**src/rtl/laser_cover_sched.sv**
```systemverilog
// Two-circle coverage scheduler: buffers one frame of N_PTS target points, then
// counts for each candidate centre pair the points covered by either circle.
module laser_cover_sched #(
  parameter int unsigned N_PTS = 40,
  parameter int unsigned R2    = 16
) (
  input  logic       CLK,
  input  logic       RST,
  input  logic       PT_VALID,
  input  logic [3:0] X,
  input  logic [3:0] Y,
  output logic       PT_READY,
  input  logic       RELOAD,
  input  logic       REQ_VALID,
  input  logic [3:0] REQ_C1X,
  input  logic [3:0] REQ_C1Y,
  input  logic [3:0] REQ_C2X,
  input  logic [3:0] REQ_C2Y,
  output logic       REQ_READY,
  output logic       RSP_VALID,
  output logic [5:0] RSP_COUNT,
  input  logic       RSP_READY,
  output logic       BUSY
);

  localparam int unsigned IW = (N_PTS > 1) ? $clog2(N_PTS) : 1;
  localparam logic [IW-1:0] LAST = IW'(N_PTS - 1);

  typedef enum logic [1:0] {S_LOAD, S_IDLE, S_EVAL, S_RESP} state_t;

  state_t state, state_nxt;

  logic [3:0]    buf_x [N_PTS];
  logic [3:0]    buf_y [N_PTS];
  logic [IW-1:0] wr_ptr;
  logic [IW-1:0] idx;
  logic [5:0]    cnt;
  logic [5:0]    rsp_count;
  logic [3:0]    c1x, c1y, c2x, c2y;
  logic [8:0]    d1, d2;
  logic          hit;

  // Unsigned |a-b| per axis keeps the full 0..15 range (no modulo-16 wrap).
  function automatic logic [8:0] dist2(input logic [3:0] ax, input logic [3:0] ay,
                                       input logic [3:0] bx, input logic [3:0] by);
    logic [3:0] dx, dy;
    logic [7:0] sx, sy;
    dx = (ax >= bx) ? ax - bx : bx - ax;
    dy = (ay >= by) ? ay - by : by - ay;
    sx = {4'b0, dx} * {4'b0, dx};
    sy = {4'b0, dy} * {4'b0, dy};
    return {1'b0, sx} + {1'b0, sy};
  endfunction

  always_comb begin
    d1  = dist2(buf_x[idx], buf_y[idx], c1x, c1y);
    d2  = dist2(buf_x[idx], buf_y[idx], c2x, c2y);
    hit = (32'(d1) <= R2) || (32'(d2) <= R2);
  end

  always_ff @(posedge CLK) begin
    if (RST) state <= S_LOAD;
    else     state <= state_nxt;
  end

  always_comb begin
    state_nxt = state;
    unique case (state)
      S_LOAD: if (PT_VALID && wr_ptr == LAST) state_nxt = S_IDLE;
      S_IDLE: begin
        if (RELOAD)         state_nxt = S_LOAD;
        else if (REQ_VALID) state_nxt = S_EVAL;
      end
      S_EVAL: if (idx == LAST) state_nxt = S_RESP;
      S_RESP: if (RSP_READY) state_nxt = S_IDLE;
      default: state_nxt = S_LOAD;
    endcase
  end

  always_comb begin
    PT_READY  = (state == S_LOAD);
    REQ_READY = (state == S_IDLE) && !RELOAD;
    RSP_VALID = (state == S_RESP);
    BUSY      = (state == S_EVAL) || (state == S_RESP);
    RSP_COUNT = rsp_count;
  end

  // Point storage carries no reset; a reset forces a full reload before use.
  always_ff @(posedge CLK) begin
    if (!RST && state == S_LOAD && PT_VALID) begin
      buf_x[wr_ptr] <= X;
      buf_y[wr_ptr] <= Y;
    end
  end

  always_ff @(posedge CLK) begin
    if (RST) begin
      wr_ptr    <= '0;
      idx       <= '0;
      cnt       <= '0;
      rsp_count <= '0;
      c1x       <= '0;
      c1y       <= '0;
      c2x       <= '0;
      c2y       <= '0;
    end else begin
      unique case (state)
        S_LOAD: begin
          if (PT_VALID) wr_ptr <= (wr_ptr == LAST) ? '0 : wr_ptr + IW'(1);
        end
        S_IDLE: begin
          if (RELOAD) begin
            wr_ptr <= '0;
          end else if (REQ_VALID) begin
            c1x <= REQ_C1X;
            c1y <= REQ_C1Y;
            c2x <= REQ_C2X;
            c2y <= REQ_C2Y;
            idx <= '0;
            cnt <= '0;
          end
        end
        S_EVAL: begin
          cnt <= cnt + {5'b0, hit};
          if (idx == LAST) begin
            idx       <= '0;
            rsp_count <= cnt + {5'b0, hit};
          end else begin
            idx <= idx + IW'(1);
          end
        end
        default: ;
      endcase
    end
  end

endmodule
```
**config.mk**
```make
export PLATFORM = sky130hd
export DESIGN_NAME = laser_cover_sched
export DESIGN_NICKNAME = d
export VERILOG_FILES = /design/src/rtl/laser_cover_sched.sv
export SDC_FILE = /design/constraint.sdc
export NUM_CORES = 1
export LEC_CHECK = 0
export BUFFER_PORTS_ARGS = -buffer_cell sky130_fd_sc_hd__buf_2
export CAP_MARGIN = 20
export CORE_MARGIN = 2
export CORE_UTILIZATION = 40
export CTS_CLUSTER_DIAMETER = 80
export DETAILED_ROUTE_END_ITERATION = 16
export SYNTH_ARGS = -nofsm -noshare
export SYNTH_HDL_FRONTEND = slang
export SYNTH_SLANG_ARGS = --single-unit
```
**constraint.sdc**
```tcl
create_clock -name CLK -period 8.9 [get_ports CLK]
set_input_delay 0.89 -clock CLK [delete_from_list [all_inputs] [get_ports CLK]]
set_output_delay 0.89 -clock CLK [all_outputs]
set_load 0.02 [all_outputs]
```
==> impl_metrics.toml, run 1 <==
[final_layout]
antennaDiodeCount = 0
drive_above_1_share = 0.128
nets = 1405
final_core_utilization = 0.458
flow.area_growth_from_synthesis_pct = 12.3

[worst_setup_path]
cpMostUsedCell = "sky130_fd_sc_hd__fa_1"
worst_ep_arrival_time_ns = 8.68
cp-start-kind = "flop"
crit_path_max_incr_delay_ns = 0.62
crit_slowest_cell = "sky130_fd_sc_hd__nor4_1"
r2r.worst_path.cells = 33
worst-path-max-fanout = 32
worst_setup_path_end_kind = "flop"
criticalPathCategory = "flop to flop"
cp_data_required_time_ns = 9.29

[clock_tree]
clkSlewWorstSetupHoldPaths_ns = 0.06
tritoncts.num_buffers = 38
clockBufferDepth = 3
cts.sinks = 368
clock_tree.htree_level_count = 2
clk-insertion-delay-late_ns = 0.53
tritoncts_clock_tree = "done"
clockRootBuffer = "sky130_fd_sc_hd__clkbuf_16"
cts.hold.buffers_added = 0

[floorplanning]
num_io_pins = 40
die_x_um = 211
die_y_extent_um = 211
die_area_um2 = 44600
floorplan.core_area_um2 = 42100
start_util = 0.407
std_cell_rows = 75

[synthesis]
ys_seq_elements = 368
yosys.cell_types.count = 64
synth_seq_area_share = 0.616
async_reset_ff_frac = 0
netlist_area_um2 = 17200
postSynthCellCount = 1223
synth_ff_type = "sky130_fd_sc_hd__edfxtp_1"
postSynthAreaPerCell_um2 = 14.0
synth_edf_count = 320
ys.warnings.count = 0
syn-num-nets = 1354

[detailed_routing]
dr.first_iter.drc_count = 816
routed_wl_um = 38100
via_per_inst = 5.30
router_iterations_before_antenna_repair = 5
wl_per_instance_um = 20.7
drcViolationCount = 0
route.vias.total = 9759
drt.antenna.violating_nets = 0

[run_status]
outcome = "completed"

[timing]
report.final.slew_viol_count = 0
finalCritPeriodShare = 0.932
setup_tns_ns = 0
final-setup-viol-count = 0
worst_slew_pin_slew_ns = 0.871
grt_setup_unrepaired = "no"
clock_skew_ns = 0.0166
timing.final.crit_period_ns = 8.29
max_slew_margin = 0.419
timing.fmax_mhz = 121
final-hold-violation-count = 0

[placement]
routabilityCongestion = 0.780
port_buffers = 39
half_perimeter_wire_length_after_detailed_placement_um = 25600

[pwr]
max-vdd-ir-drop_mv = 0.189
power-per-cell-area_nw_per_um2 = 216
cellLeakagePower_nw = 6.44

[global_routing]
first_pass_grt_wire_length_um = 58500
maximum_number_of_pins_on_one_net_before_global_route_repair = 43
via_count_of_the_first_global_routing_pass = 9864
grt_util_all_layers = 0.173
initial_antenna_violation_count = 0
grt-ovfl-total = 0

[job]
cap_violations = 0

[worst_hold_path]
hold_class = "flop to flop"
hold_path_cell_cnt = 2
## where the power goes
group | total [mW] | switching (mW) | leakage, nW | internal [mW]
Combinational | 0.723 | 0.416 | 2.58 | 0.307
Sequential | 1.89 | 0.00671 | 3.27 | 1.88
Clock | 1.55 | 0.630 | 0.593 | 0.921
## path summary, 6_finish.rpt
path / startpoint / slack (ns) / endpoint
max: flop / 0.61 / cnt[4]
min: c2y[3] / 0.46 / c2y[3]
max reg2reg: flop / 0.61 / cnt[4]
min reg2reg: c2y[3] / 0.46 / c2y[3]
## per-layer routing
layer / GRT usage / up-vias / part of all wire
met3: 0.0244 / 47 / 0.038
met1: 0.244 / 4893 / 0.47
met4: 0.0406 / 0 / 0.018
li1: - / 4634 / -
met2: 0.282 / 185 / 0.48
met5: 0 / - / 0
## state kept, by name (all words and copies together) (netlist names), named ones only
signal and count:
buf_x 160, buf_y 160, RSP_COUNT 6, cnt 6, idx 6, wr_ptr 6
c1x 4, c1y 4, c2x 4, c2y 4, state 2
## critical path, delay by kind of cell, from the launching register on
| kind | cells | cell delay [ns] |
|---|---|---|
| multiplexers | 1 | 0.17 |
| adder cells (fa/ha/maj) | 9 | 3.39 |
| buffers and inverters | 6 | 0.73 |
| AND/OR/NAND/NOR | 7 | 1.59 |
| flip-flops | 1 | 0.34 |
| AO/OA/AOI/OAI | 8 | 1.62 |
| XOR/XNOR | 2 | 0.30 |
## cells in the mapped netlist (all sizes together) (24+ instances only)
| library cell | instances | area share |
|---|---|---|
| a21oi | 71 | 0.021 |
| edfxtp | 320 | 0.56 |
| ha | 71 | 0.052 |
| dfxtp | 48 | 0.056 |
| nand2 | 61 | 0.013 |
| inv | 81 | 0.018 |
| mux2i | 145 | 0.085 |
| fa | 30 | 0.035 |
| o21ai | 24 | 0.0072 |
| buf | 32 | 0.013 |
| nor2 | 83 | 0.019 |
| a22oi | 59 | 0.026 |
## layout make-up
cell class	count	area (µm²)
well taps	539	674
multi-input cells	720	6030
clock buffers	52	1060
flip-flops and latches	368	10600
repair buffers	64	482
inverters	82	308
clock inverters	15	153
fillers	3659	22900
## cell families (layout without fill, tap and decap cells)
| logic type | Yosys count | after routing | synth area share |
|---|---|---|---|
| DFF | 368 | 368 | 0.616 |
| and+or+nand+nor | 234 | 234 | 0.0659 |
| AOI/OAI and AO/OA | 197 | 197 | 0.0751 |
| muxes | 170 | 170 | 0.112 |
| buffers and inverters | 135 | 213 | 0.0356 |
| adders and majority gates | 101 | 101 | 0.0867 |
| xor gates and xnor gates | 18 | 18 | 0.00918 |
## per-stage QoR
step           power (mW)  hold WS (ns)  setup slack [ns]  instance area, µm²  instances
6_report             4.16         0.460             0.605               19300       1840
5_1_grt              4.38         0.481            0.0449               19300       1840
4_1_cts              4.19         0.461             0.238               19200       1835
3_5_place_dp         2.64         0.453             0.287               18000       1768
3_3_place_gp         2.62         0.444             0.406               18000       1768
2_1_floorplan        2.45         0.436              1.38               17200       1223
## layout by cell type (no fill, tap or decap), types with 5 or more instances in the layout
cell,netlist,final
sky130_fd_sc_hd__nand2_1,61,61
sky130_fd_sc_hd__o21bai_1,6,5
sky130_fd_sc_hd__a21o_1,9,9
sky130_fd_sc_hd__a21oi_1,70,68
sky130_fd_sc_hd__ha_1,71,71
sky130_fd_sc_hd__buf_2,12,39
sky130_fd_sc_hd__mux2_2,8,8
sky130_fd_sc_hd__dfxtp_1,48,47
sky130_fd_sc_hd__clkinv_1,1,8
sky130_fd_sc_hd__mux2i_1,145,144
sky130_fd_sc_hd__xnor2_1,5,5
sky130_fd_sc_hd__or2_2,5,5
sky130_fd_sc_hd__mux4_2,16,16
sky130_fd_sc_hd__o21ai_0,22,22
sky130_fd_sc_hd__nand3_1,10,10
sky130_fd_sc_hd__nor3_1,6,6
sky130_fd_sc_hd__clkbuf_1,20,9
sky130_fd_sc_hd__nand2b_1,11,11
sky130_fd_sc_hd__fa_1,30,30
sky130_fd_sc_hd__xor2_1,13,13
sky130_fd_sc_hd__nor2_1,81,80
sky130_fd_sc_hd__edfxtp_1,320,320
sky130_fd_sc_hd__nor2b_1,20,18
sky130_fd_sc_hd__clkbuf_16,0,41
sky130_fd_sc_hd__inv_1,81,81
sky130_fd_sc_hd__a22oi_1,59,59
sky130_fd_sc_hd__buf_4,7,16
sky130_fd_sc_hd__and2_1,7,7
## what timing repair did
action | CTS | global route
setup buffers | 0 | 4
setup endpoints to repair | 0 | 10
resized for setup | 0 | 13
Power figures use the tool's default switching activity.
==> run 2: changes to the inputs <==
--- a/config.mk
+++ b/config.mk
@@ -7,10 +7,13 @@
 export LEC_CHECK = 0
 export BUFFER_PORTS_ARGS = -buffer_cell sky130_fd_sc_hd__buf_2
 export CAP_MARGIN = 20
+export CELL_PAD_IN_SITES_DETAIL_PLACEMENT = 1
+export CELL_PAD_IN_SITES_GLOBAL_PLACEMENT = 2
 export CORE_MARGIN = 2
 export CORE_UTILIZATION = 40
 export CTS_CLUSTER_DIAMETER = 80
 export DETAILED_ROUTE_END_ITERATION = 16
+export PLACE_DENSITY_LB_ADDON = 0.1
 export SYNTH_ARGS = -nofsm -noshare
 export SYNTH_HDL_FRONTEND = slang
 export SYNTH_SLANG_ARGS = --single-unit
==> run 2 against run 1 <==
Cell count increased by 0.27%. Largest power group unchanged. Via count increased by 2.1%. Combinational power increased by 5.7%. Sequential share of layout area decreased by 0.50 points. First-iteration DRC count decreased by 41%. Maximum frequency decreased by 1.2%. Hold slack improved by 0.0016 ns. Sequential power about the same. Utilization increased by 0.42 points. Wire length increased by 12%. Largest cell class unchanged. Die area unchanged.
==> impl_metrics.toml, run 2 (synthesis gave the netlist of run 1 again) <==
[run_status]
outcome = "completed"

[clock_tree]
clk-insertion-delay-late_ns = 0.57
clock_tree.htree_level_count = 2
tritoncts.num_buffers = 42
clockRootBuffer = "sky130_fd_sc_hd__clkbuf_16"
clkSlewWorstSetupHoldPaths_ns = 0.06
tritoncts_clock_tree = "done"
cts.hold.buffers_added = 0
cts.sinks = 368
clockBufferDepth = 3

[detailed_routing]
drcViolationCount = 0
route.vias.total = 9964
drt.antenna.violating_nets = 0
wl_met1_um = 20100
wl_per_instance_um = 23.2
routed_wl_um = 42700
dr.max_layer_used = "met4"
via_per_inst = 5.40
met3WireLength_um = 1790
dr.first_iter.drc_count = 479
router_iterations_before_antenna_repair = 5
dr_wl_met2_um = 20200

[placement]
port_buffers = 39
half_perimeter_wire_length_after_detailed_placement_um = 28400
routabilityCongestion = 0.746
dpl_worst_slack_ns = 0.225
place_area_um2 = 18000

[timing]
final-hold-violation-count = 0
finalCritPeriodShare = 0.943
grt_setup_unrepaired = "no"
timing.final.crit_period_ns = 8.39
final-setup-viol-count = 0
finalWorstSetupSlack_ns = 0.507
timing.fmax_mhz = 119
worst_slew_pin_slew_ns = 0.989
clock_skew_ns = 0.0248
report.final.slew_viol_count = 0
setup_tns_ns = 0
max_slew_margin = 0.338

[worst_setup_path]
worst_ep_arrival_time_ns = 8.80
crit_path_max_incr_delay_ns = 0.55
cpMostUsedCell = "sky130_fd_sc_hd__fa_1"
crit_slowest_cell = "sky130_fd_sc_hd__fa_1"
cp_data_required_time_ns = 9.30
worst-path-max-fanout = 24
cp-start-kind = "flop"
worst_setup_path_end_kind = "flop"
criticalPathCategory = "flop to flop"

[floorplanning]
die_x_um = 211
std_cell_rows = 75
num_io_pins = 40
start_util = 0.407
floorplan.core_area_um2 = 42100
die_area_um2 = 44600
die_y_extent_um = 211

[final_layout]
regArea_um2 = 10600
biggestRegsByFlops = "buf_x: 160 flops, buf_y: 160 flops"
most-common-layout-cells = "sky130_fd_sc_hd__edfxtp_1 (320), sky130_fd_sc_hd__mux2i_1 (143), sky130_fd_sc_hd__inv_1 (81), sky130_fd_sc_hd__nor2_1 (80), sky130_fd_sc_hd__ha_1 (71)"
final_common_cell = "sky130_fd_sc_hd__edfxtp_1"
nets = 1409
nFillCells = 4196
drive_above_1_share = 0.132
area_of_combinational_cells_with_multiple_inputs_um2 = 6060
flow.area_growth_from_synthesis_pct = 13.4
final_core_utilization = 0.462
post-route-cell-area_um2 = 19500
antennaDiodeCount = 0

[global_routing]
grt-ovfl-total = 0
first_pass_grt_wire_length_um = 65100
via_count_of_the_first_global_routing_pass = 10742
maximum_number_of_pins_on_one_net_before_global_route_repair = 49
initial_antenna_violation_count = 1
grt_util_all_layers = 0.196

[pwr]
max-vdd-ir-drop_mv = 0.169
power-per-cell-area_nw_per_um2 = 224
cellLeakagePower_nw = 6.51

[job]
cap_violations = 0

[worst_hold_path]
hold_class = "flop to flop"
==> run 2: cell count changes in the layout (fill, tap and decap cells not counted), sizes merged <==
cell and change:
bufinv +1, clkbuf +5, inv -1
==> run 2: worst max-delay path, delay by kind of cell, from the launching register on <==
kind	cells	cell delay, ns
fa+ha+maj	9	3.32
compound gates	8	1.56
simple gates	6	1.20
buf+inv	7	1.11
flops	1	0.47
xor+xnor	2	0.33
mux	2	0.23
==> run 2: repair_timing <==
item                       in CTS  in global routing
buffers inserted                0                  5
gates resized for setup         0                 15
setup endpoints to repair       0                 10
==> run 2: final timing paths <==
check	slack [ns]	endpoint	start	cells past startpoint
setup / recovery	0.51	RSP_COUNT[4]	flop	34
setup reg to reg	0.51	RSP_COUNT[4]	flop	34
hold reg to reg	0.46	cnt[0]	cnt[0]	2
hold / removal	0.46	cnt[0]	cnt[0]	2
==> run 2: final cells by class <==
| type | instances | share of cell area |
|---|---|---|
| clock buffer | 57 | 0.0591 |
| clock inverter | 15 | 0.0101 |
| inverter | 82 | 0.0158 |
| multi-input combinational | 720 | 0.311 |
| sequential | 368 | 0.543 |
| tap | 539 | 0.0347 |
| timing repair buffer | 64 | 0.0255 |
==> run 2: where the power goes <==
part           switching, mW  internal (mW)
Sequential           0.00727           1.88
Clock                  0.690           1.02
Combinational          0.441          0.323
==> run 2: per-layer routing <==
layer | vias up | global-route usage
li1 | 4648 | -
met2 | 165 | 0.318
met3 | 51 | 0.0366
met5 | - | 0
met4 | 0 | 0.0410
met1 | 5100 | 0.275
==> run 2: stage by stage <==
step	power [mW]	std cells	hold slack (ns)
2_1_floorplan	2.45	1223	0.436
3_3_place_gp	2.68	1768	0.447
3_5_place_dp	2.69	1768	0.451
4_1_cts	4.41	1840	0.459
5_1_grt	4.59	1845	0.470
6_report	4.37	1845	0.462
==> run 3: changes to the inputs <==
--- a/config.mk
+++ b/config.mk
@@ -5,6 +5,7 @@
 export SDC_FILE = /design/constraint.sdc
 export NUM_CORES = 1
 export LEC_CHECK = 0
+export ABC_AREA = 1
 export BUFFER_PORTS_ARGS = -buffer_cell sky130_fd_sc_hd__buf_2
 export CAP_MARGIN = 20
 export CELL_PAD_IN_SITES_DETAIL_PLACEMENT = 1
@@ -13,7 +14,8 @@
 export CORE_UTILIZATION = 40
 export CTS_CLUSTER_DIAMETER = 80
 export DETAILED_ROUTE_END_ITERATION = 16
-export PLACE_DENSITY_LB_ADDON = 0.1
+export HOLD_SLACK_MARGIN = 0.06
+export PLACE_DENSITY = 0.73
 export SYNTH_ARGS = -nofsm -noshare
 export SYNTH_HDL_FRONTEND = slang
 export SYNTH_SLANG_ARGS = --single-unit
==> run 3 against run 2 <==
Clock power is 4% lower. Sequential share of layout area hardly changed. Die area is 1.9% higher. Non-clock buffer count down 8. Global-route usage grew 1.8 points. Clock skew is 0.0012 ns higher. Critical path depth up 6. Critical endpoint is now cnt[4].
==> impl_metrics.toml, run 3 <==
[worst_setup_path]
worst_ep_arrival_time_ns = 8.46
r2r_slack_ns = 0.95
crit_path_max_incr_delay_ns = 0.57
worst-path-max-fanout = 28
crit_slowest_cell = "sky130_fd_sc_hd__fa_1"
cp-start-kind = "flop"
cp_data_required_time_ns = 9.40
criticalPathCategory = "flop to flop"
r2r.worst_path.cells = 40
cpMostUsedCell = "sky130_fd_sc_hd__nand2_1"
worst_setup_path_end_kind = "flop"
timing.rr.end = "cnt[4]"

[floorplanning]
die_y_extent_um = 213
floorplan.core_area_um2 = 43200
die_area_um2 = 45400
num_io_pins = 40
std_cell_rows = 76
die_x_um = 213
start_util = 0.405

[global_routing]
first_pass_grt_wire_length_um = 73000
grt_util_all_layers = 0.213
via_count_of_the_first_global_routing_pass = 12535
grt-ovfl-total = 0
initial_antenna_violation_count = 0
maximum_number_of_pins_on_one_net_before_global_route_repair = 81

[timing]
finalCritPeriodShare = 0.894
final-setup-viol-count = 0
final_worst_hold_slack_ns = 0.467
setup_tns_ns = 0
timing.fmax_mhz = 126
timing.final.crit_period_ns = 7.95
grt_setup_unrepaired = "no"
max_slew_margin = 0.328
finalWorstSetupSlack_ns = 0.945
report.final.slew_viol_count = 0
clock_skew_ns = 0.0261
worst_slew_pin_slew_ns = 1.01
final-hold-violation-count = 0

[clock_tree]
post_cts_resize_count = 0
cts.sinks = 368
clockBufferDepth = 3
tritoncts_clock_tree = "done"
cts.hold.buffers_added = 0
post_cts.repair.setup_buffers = 0
clock_tree.htree_level_count = 2
tritoncts.num_buffers = 42
clkSlewWorstSetupHoldPaths_ns = 0.06
clockRootBuffer = "sky130_fd_sc_hd__clkbuf_16"
clk-insertion-delay-late_ns = 0.57

[final_layout]
drive_above_1_share = 0.0852
biggestRegsByFlops = "buf_x: 160 flops, buf_y: 160 flops"
nFillCells = 4816
most-common-layout-cells = "sky130_fd_sc_hd__nand2_1 (415), sky130_fd_sc_hd__edfxtp_1 (320), sky130_fd_sc_hd__nand3_1 (247), sky130_fd_sc_hd__nor2_1 (135), sky130_fd_sc_hd__inv_1 (116)"
antennaDiodeCount = 0
nets = 1823
final_common_cell = "sky130_fd_sc_hd__nand2_1"
final-instance-count-excl-fill = 2311
flow.area_growth_from_synthesis_pct = 11.2

[synthesis]
ys.warnings.count = 0
postSynthCellCount = 1669
async_reset_ff_frac = 0
synthDominantAreaCellType = "sky130_fd_sc_hd__edfxtp_1"
yosys.cell_types.count = 42
synth_seq_area_share = 0.604
syn-num-nets = 1800
synthTopCellsByCount = "sky130_fd_sc_hd__nand2_1 (415), sky130_fd_sc_hd__edfxtp_1 (320), sky130_fd_sc_hd__nand3_1 (247), sky130_fd_sc_hd__nor2_1 (135), sky130_fd_sc_hd__inv_1 (116)"
synth_edf_count = 320
synth_top_area_share = 0.549
synth_ff_type = "sky130_fd_sc_hd__edfxtp_1"
ys_seq_elements = 368
netlist_area_um2 = 17500
synth_top_cells_by_area = "sky130_fd_sc_hd__edfxtp_1 (55%), sky130_fd_sc_hd__nand2_1 (8.9%), sky130_fd_sc_hd__nand3_1 (7.1%)"
postSynthAreaPerCell_um2 = 10.5
synth.most_common_cell = "sky130_fd_sc_hd__nand2_1"

[detailed_routing]
route.vias.total = 11877
routed_wl_um = 47000
router_iterations_before_antenna_repair = 4
drt.antenna.violating_nets = 0
dr.first_iter.drc_count = 719
via_per_inst = 5.14
drcViolationCount = 0
wl_per_instance_um = 20.3

[pwr]
netSwitchingPower_mw = 2.18
pwr-share-clk = 0.276
max-vdd-ir-drop_mv = 0.199
power-per-cell-area_nw_per_um2 = 305
sw_frac = 0.367
comb_power_share = 0.399
internal_power_mw = 3.75
seq_power_share = 0.324
cellLeakagePower_nw = 7.40

[run_status]
outcome = "completed"

[placement]
number_of_cells_in_the_design_after_placement = 2233
routabilityCongestion = 0.807
dpl_worst_slack_ns = 0.877
half_perimeter_wire_length_after_detailed_placement_um = 30800
port_buffers = 39

[worst_hold_path]
hold_path_startpoint = "c1y[3]"
hold_path_end = "c1y[3]"
hold_class = "flop to flop"
hold_path_cell_cnt = 2

[job]
cap_violations = 0
[run 3: cell families after synthesis]
logic type / synth area share
AO/OA/AOI/OAI: 0.0516
XOR/XNOR: 0.0100
adder cells (fa/ha/maj): 0.0851
buffers and inverters: 0.0529
flip-flops: 0.604
AND/OR/NAND/NOR: 0.196
[run 3: cell type report]
type,instances,area (µm²),share of cell area
clock buffers,53,1120,0.0577
clock inverters,25,176,0.00907
inverters,128,483,0.0248
multi-input cells,1096,6000,0.308
flip-flops and latches,368,10600,0.544
well taps,585,732,0.0376
repair buffers,56,360,0.0185
[run 3: worst max-delay path by stage]
stage / endpoint / depth (start not counted) / slack, ns / from
after global placement: cnt[4] / 38 / 1.03 / flop
final: cnt[4] / 40 / 0.95 / flop
after floorplan: cnt[4] / 45 / 2.25 / flop
after global routing: cnt[4] / 43 / 0.29 / flop
after CTS: cnt[4] / 38 / 0.87 / flop
after detailed placement: cnt[4] / 38 / 0.88 / flop
[run 3: power by group through the flow]
stage,clock (mW),sequential (mW),combinational (mW)
after CTS,1.67,1.92,2.44
after global routing,1.74,1.93,2.81
after global placement,0,1.96,2.37
after floorplan,0,1.95,1.79
after detailed placement,0,1.96,2.42
final,1.64,1.92,2.37
[run 3: worst max-delay path: cells and delay by family (launching register included)]
family	cells	cell delay, ns
and+or+nand+nor	18	2.13
adders and majority gates	10	3.62
AOI/OAI and AO/OA	2	0.31
xor gates and xnor gates	2	0.34
DFF	1	0.34
buffers and inverters	8	1.13
[run 3: per-layer routing]
layer / GRT usage / vias to the layer above / share of wire
met3: 0.0257 / 53 / 0.028
met2: 0.355 / 143 / 0.48
li1: - / 5748 / -
met5: 0 / - / 0
met1: 0.295 / 5933 / 0.47
met4: 0.0580 / 0 / 0.020
[run 3: metrics by stage]
step,total power [mW],area [µm²],util
5_1_grt,6.47,19400,0.450
4_1_cts,6.04,19400,0.450
3_5_place_dp,4.38,18100,0.420
3_3_place_gp,4.33,18100,0.420
6_report,5.93,19400,0.450
2_1_floorplan,3.74,17500,-
